<file path="config.mk">
export PLATFORM = sky130hd
export DESIGN_NAME = shift_loop_ctrl_flat
export DESIGN_NICKNAME = d
export VERILOG_FILES = /design/src/rtl/shift_loop_ctrl_if.sv /design/src/rtl/shift_loop_ctrl.sv /design/src/flat_wrapper.sv
export SDC_FILE = /design/constraint.sdc
export NUM_CORES = 1
export LEC_CHECK = 0
export BUFFER_PORTS_ARGS = -buffer_cell sky130_fd_sc_hd__buf_2
export CORE_MARGIN = 8
export CORE_UTILIZATION = 40
export DETAILED_ROUTE_END_ITERATION = 7
export REMOVE_ABC_BUFFERS = 1
export SLEW_MARGIN = 20
export SYNTH_ARGS = -nofsm -noshare
export SYNTH_HDL_FRONTEND = slang
export SYNTH_SLANG_ARGS = --single-unit
</file>
<file path="constraint.sdc">
create_clock -name clk -period 1.5 [get_ports clk]
set_clock_uncertainty 0.1 [all_clocks]
set_input_delay 0.225 -clock clk [delete_from_list [all_inputs] [get_ports clk]]
set_output_delay 0.225 -clock clk [all_outputs]
set_load 0.03 [all_outputs]
</file>
<file path="src/rtl/shift_loop_ctrl_if.sv">
// Handshake bundle between a requester and shift_loop_ctrl: word request in, recaptured word out.
// The requester uses the master modport, the controller the slave modport.
interface shift_loop_ctrl_if #(
    parameter int WIDTH = 8
);
    logic             in_valid;
    logic             in_ready;
    logic [WIDTH-1:0] in_data;
    logic             out_valid;
    logic             out_ready;
    logic [WIDTH-1:0] out_data;
    logic             mismatch;

    modport master (
        output in_valid, in_data, out_ready,
        input  in_ready, out_valid, out_data, mismatch
    );

    modport slave (
        input  in_valid, in_data, out_ready,
        output in_ready, out_valid, out_data, mismatch
    );
endinterface

</file>
<file path="src/rtl/shift_loop_ctrl.sv">
// Serializes a word through an external DEPTH-stage shift register and recaptures it for loopback checking.
// Optional macro SHIFT_LOOP_LSB_FIRST_EN selects LSB-first serialization (default MSB first).
module shift_loop_ctrl #(
    parameter int WIDTH = 8,
    parameter int DEPTH = 4
) (
    input  logic              clk,
    input  logic              rst_n,
    shift_loop_ctrl_if.slave  bus,
    output logic              sr_din,
    input  logic              sr_dout
);
    localparam int CNT_W = $clog2(WIDTH + DEPTH);

    localparam logic [CNT_W-1:0] WIDTH_C = CNT_W'(WIDTH);
    localparam logic [CNT_W-1:0] DEPTH_C = CNT_W'(DEPTH);
    localparam logic [CNT_W-1:0] LAST_C  = CNT_W'(WIDTH + DEPTH - 1);
    localparam logic [WIDTH-1:0] LSB_MASK = WIDTH'(1);
    localparam logic [WIDTH-1:0] MSB_MASK = WIDTH'(1) << (WIDTH - 1);

    localparam logic [1:0] S_IDLE = 2'd0;
    localparam logic [1:0] S_BUSY = 2'd1;
    localparam logic [1:0] S_DONE = 2'd2;

    logic [1:0]       state;
    logic [CNT_W-1:0] cnt;
    logic [WIDTH-1:0] word;
    logic [WIDTH-1:0] capture;
    logic [WIDTH-1:0] capture_next;
    logic [WIDTH-1:0] out_data_r;
    logic             mismatch_r;
    logic             tx_bit;

    // NOTE: every variable assigned in always_comb gets a default first, so no latch is inferred.
    always_comb begin
        tx_bit       = 1'b0;
        capture_next = capture;
`ifdef SHIFT_LOOP_LSB_FIRST_EN
        tx_bit       = |(word & (LSB_MASK << cnt));
        capture_next = (capture >> 1) | (WIDTH'(sr_dout) << (WIDTH - 1));
`else
        tx_bit       = |(word & (MSB_MASK >> cnt));
        capture_next = (capture << 1) | WIDTH'(sr_dout);
`endif
        sr_din = 1'b0;
        if (state == S_BUSY && cnt < WIDTH_C) begin
            sr_din = tx_bit;
        end
    end

    // NOTE: sequential state uses non-blocking assignments so every flop samples pre-edge values.
    always_ff @(posedge clk or negedge rst_n) begin
        if (!rst_n) begin
            state      <= S_IDLE;
            cnt        <= '0;
            word       <= '0;
            capture    <= '0;
            out_data_r <= '0;
            mismatch_r <= 1'b0;
        end else begin
            case (state)
                S_IDLE: begin
                    if (bus.in_valid) begin
                        word  <= bus.in_data;
                        cnt   <= '0;
                        state <= S_BUSY;
                    end
                end
                S_BUSY: begin
                    // Bits leaving the register before cnt reaches DEPTH are stale and skipped.
                    if (cnt >= DEPTH_C) begin
                        capture <= capture_next;
                    end
                    if (cnt == LAST_C) begin
                        state      <= S_DONE;
                        cnt        <= '0;
                        out_data_r <= capture_next;
                        mismatch_r <= (capture_next != word);
                    end else begin
                        cnt <= cnt + CNT_W'(1);
                    end
                end
                S_DONE: begin
                    if (bus.out_ready) begin
                        state <= S_IDLE;
                    end
                end
                default: state <= S_IDLE;
            endcase
        end
    end

    // in_ready is gated by rst_n so it stays low while reset is asserted even though state is IDLE.
    assign bus.in_ready  = rst_n && (state == S_IDLE);
    assign bus.out_valid = (state == S_DONE);
    assign bus.out_data  = out_data_r;
    assign bus.mismatch  = mismatch_r;
endmodule

</file>
<file path="src/flat_wrapper.sv">
// flat-port wrapper written by rule: the top's interface ports become plain ports
module shift_loop_ctrl_flat 
#(
    parameter int WIDTH = 8,
    parameter int DEPTH = 4
)
  (clk, rst_n, sr_din, sr_dout, bus_in_valid, bus_in_data, bus_out_ready, bus_in_ready, bus_out_valid, bus_out_data, bus_mismatch);
  shift_loop_ctrl_if #(.WIDTH(WIDTH)) bus_i ();
  input  logic clk;
  input  logic rst_n;
  output logic sr_din;
  input  logic sr_dout;
  input wire logic [$bits(bus_i.in_valid)-1:0] bus_in_valid;
  input wire logic [$bits(bus_i.in_data)-1:0] bus_in_data;
  input wire logic [$bits(bus_i.out_ready)-1:0] bus_out_ready;
  output wire logic [$bits(bus_i.in_ready)-1:0] bus_in_ready;
  output wire logic [$bits(bus_i.out_valid)-1:0] bus_out_valid;
  output wire logic [$bits(bus_i.out_data)-1:0] bus_out_data;
  output wire logic [$bits(bus_i.mismatch)-1:0] bus_mismatch;
  assign bus_i.in_valid = bus_in_valid;
  assign bus_i.in_data = bus_in_data;
  assign bus_i.out_ready = bus_out_ready;
  assign bus_in_ready = bus_i.in_ready;
  assign bus_out_valid = bus_i.out_valid;
  assign bus_out_data = bus_i.out_data;
  assign bus_mismatch = bus_i.mismatch;
  shift_loop_ctrl #(.WIDTH(WIDTH), .DEPTH(DEPTH)) u_core (.clk(clk), .rst_n(rst_n), .bus(bus_i), .sr_din(sr_din), .sr_dout(sr_dout));
endmodule
</file>
==> results.yml <==
status:
  status: "finished, violations left"
  violations: "setup timing"
synthesis:
  ys_top_cells_by_count: "dfrtp_1 (30), mux2_2 (16), xnor2_1 (8), mux2_4 (7), ha_1 (6)"
  synth_ff_type: "dfrtp_1"
  yosys_warnings: 0
  synth.most_common_cell: "dfrtp_1"
  netlist_area_sq_mm: 0.00145
  yosysUniqueCellTypes: 29
  synth_top_cell_area_share_pct: 51.9
  synth_seq_cells: 30
  synth-edff-count: 0
  synth_top_area_cell: "dfrtp_1"
  synth_cells: 106
  ys_seq_area_share_pct: 51.9
  synthArstFlopShare_pct: 100
  syn_avg_cell_area_sq_um: 13.6
  synth_area_leaders: "dfrtp_1 (52%), mux2_2 (12%), mux2_4 (7.3%)"
drt:
  drt_iter0_drc: 42
  dr.pass1.iters: 4
  drc_errors: 0
  viasPerCell: 4.84
  antenna_left: 0
  num_vias: 1017
  routedWlPerCell_um: 15.3
  detail_route.wirelength_um: 3210
floorplan:
  num_io_pins: 25
  die_area_sq_mm: 0.00579
  start_util_pct: 40.4
  die_width_um: 76.1
  die_h_um: 76.1
  core_area_sq_mm: 0.00358
  fp-row-count: 22
power:
  switchingPower_w: 0.00172
  intPower_w: 0.00268
  powerDensity_mw_per_mm2: 2200
  clkPwrFrac_pct: 12.2
  p_leak_nw: 0.914
  switching_share_pct: 39.1
  p_comb_share_pct: 51.7
  p_seq_share_pct: 36.1
  ir_drop_uv: 936
critical_path:
  critPathArrivalTime_ns: 1.79
  reg2reg_from: "u_core.cnt[0]"
  cp.required_ns: 1.17
  r2r-end: "u_core.bus.out_data[6]"
  cp-start-kind: "register"
  reg2reg_depth: 5
  crit_path_max_fanout: 4
  crit_type: "reg2out"
  reg2reg_slack_ns: -0.17
  crit_path_end_kind: "output pin"
  critical-path-slowest-cell: "dfrtp_1"
  path_cells: "inv_2 -> ha_2 -> nand2_1 -> a32oi_2 -> a221oi_2 -> nor3_1 -> buf_4"
  critPathMaxStageDelay_ns: 0.43
place:
  placed_cells: 192
  gp_congestion: 0.833
  pre_cts_ws_ns: -0.296
  hpwlAfterDp_um: 2170
  port_buffers: 24
sta:
  finalCritPeriodShare_pct: 141
  fmax_mhz: 473
  final.setup.tns_ns: -2.13
  worst_slew_pin_slew_ns: 0.380
  setup_slack_ns: -0.616
  slew_viol_final: 0
  hold_violations: 0
  rsz0062_at_grt: "yes"
  min_period_ns: 2.12
  holdWs_ns: 0.0111
  setup_viol: 21
  maxSlewHeadroom_pct: 74.7
clocking:
  clockBufferDepth: 2
  cts_root_buf: "clkbuf_4"
  cts_tree: "built"
  cts_buffers: 5
  clkSinkCount: 30
  clk_pin_slew_worst_paths_ns: 0.11
  clock_latency_ns: 0.35
  htree_levels: 2
min_path:
  min_to: "u_core.word[3]"
  hp-class: "in2reg"
  hold_depth: 2
  hp-start: "bus_in_data[3]"
final_layout:
  diodes: 0
  final_cells: 210
  fin_util_pct: 56.0
  n_fill_cell: 326
  drive_gt1_share_pct: 58.0
  syn2layout_area_growth_pct: 38.6
  final_nets: 180
grt:
  antenna_found_initial: 0
  grt_max_degree: 31
  grt_use_total_pct: 11.3
  overflow: 0
  grt_pass1_wl_um: 5170
  grt_pass1_vias: 1042
run:
  drv_cap: 0
==> worst max-delay path: cells and delay by family, from the launching register on <==
family / cells / cell delay (ns)
compound gates: 2 / 0.32
fa+ha+maj: 1 / 0.19
buf+inv: 2 / 0.29
flops: 1 / 0.43
simple gates: 2 / 0.22
==> per-stage QoR <==
stage	instance area, sq um	power [W]
3_3_place_gp	1740	0.00343
3_5_place_dp	1740	0.00349
4_1_cts	1910	0.00419
2_1_floorplan	1430	0.00287
5_1_grt	2000	0.00471
6_report	2000	0.00440
==> state kept, by name, indices dropped and copies added (netlist names) <==
name and flops:
u_core.capture 7, u_core.state 2, u_core.cnt 4, u_core.bus.mismatch 1, u_core.bus.out_data 8, u_core.word 8
==> final cells by class <==
cell class | count | area, sq um | area share (%)
timing repair buffer | 49 | 357 | 17.8
clock buffer | 6 | 51.3 | 2.56
multi-input combinational | 71 | 753 | 37.6
inverter | 4 | 15.0 | 0.750
sequential | 30 | 754 | 37.7
clock inverter | 2 | 12.5 | 0.625
tap | 48 | 60.1 | 3.00
==> power groups by stage <==
| stage | logic (W) | clock network (W) | registers (W) |
|---|---|---|---|
| 2_1_floorplan | 0.00113 | 0 | 0.00174 |
| 3_3_place_gp | 0.00187 | 0 | 0.00156 |
| 3_5_place_dp | 0.00192 | 0 | 0.00157 |
| 4_1_cts | 0.00208 | 0.000547 | 0.00157 |
| 5_1_grt | 0.00247 | 0.000585 | 0.00165 |
| 6_report | 0.00228 | 0.000537 | 0.00159 |
==> kinds of logic after synthesis <==
| family | count (synthesis) | synth area share [%] |
|---|---|---|
| muxes | 23 | 19.7 |
| and+or+nand+nor | 21 | 9.96 |
| DFF | 30 | 51.9 |
| buffers and inverters | 5 | 1.82 |
| AOI/OAI and AO/OA | 13 | 6.49 |
| xor gates and xnor gates | 8 | 4.85 |
| adders and majority gates | 6 | 5.19 |
==> repair_timing <==
action | 4_1_cts | 5_1_grt
pin swaps | 4 | 4
setup buffers | 4 | 2
hold endpoints to repair | 32 | 1
endpoints found under the setup margin | 12 | 31
hold buffers | 3 | 1
resized for setup | 14 | 20
==> worst max-delay path by stage <==
stage | from | to | slack (ns) | depth (start not counted)
after floorplan | u_core.cnt[0] | sr_din | -0.48 | 6
after global placement | u_core.cnt[0] | sr_din | -0.24 | 7
after detailed placement | u_core.cnt[0] | sr_din | -0.30 | 7
after CTS | u_core.cnt[0] | sr_din | -0.62 | 7
after global routing | u_core.cnt[0] | sr_din | -0.71 | 7
final | u_core.cnt[0] | sr_din | -0.62 | 7
==> per-layer routing <==
layer | up-vias | GRT usage, % | share of wire (%)
li1 | 489 | - | -
met3 | 12 | 3.54 | 5.4
met4 | 0 | 8.65 | 3.9
met5 | - | 0 | 0
met1 | 490 | 13.2 | 44
met2 | 26 | 16.8 | 46
==> cell usage in the layout (no fill, tap or decap), types with 3 or more instances in the layout <==
master         count
buf_4             18
buf_6              5
dfrtp_2            3
nand2_1            4
xnor2_1            8
dfrtp_1           27
nor2_1             3
dlygate4sd3_1      4
clkbuf_4           5
ha_1               4
buf_2             21
mux2_4            15
mux2_2             8
Note: power is estimated with default switching activity, not from simulation.
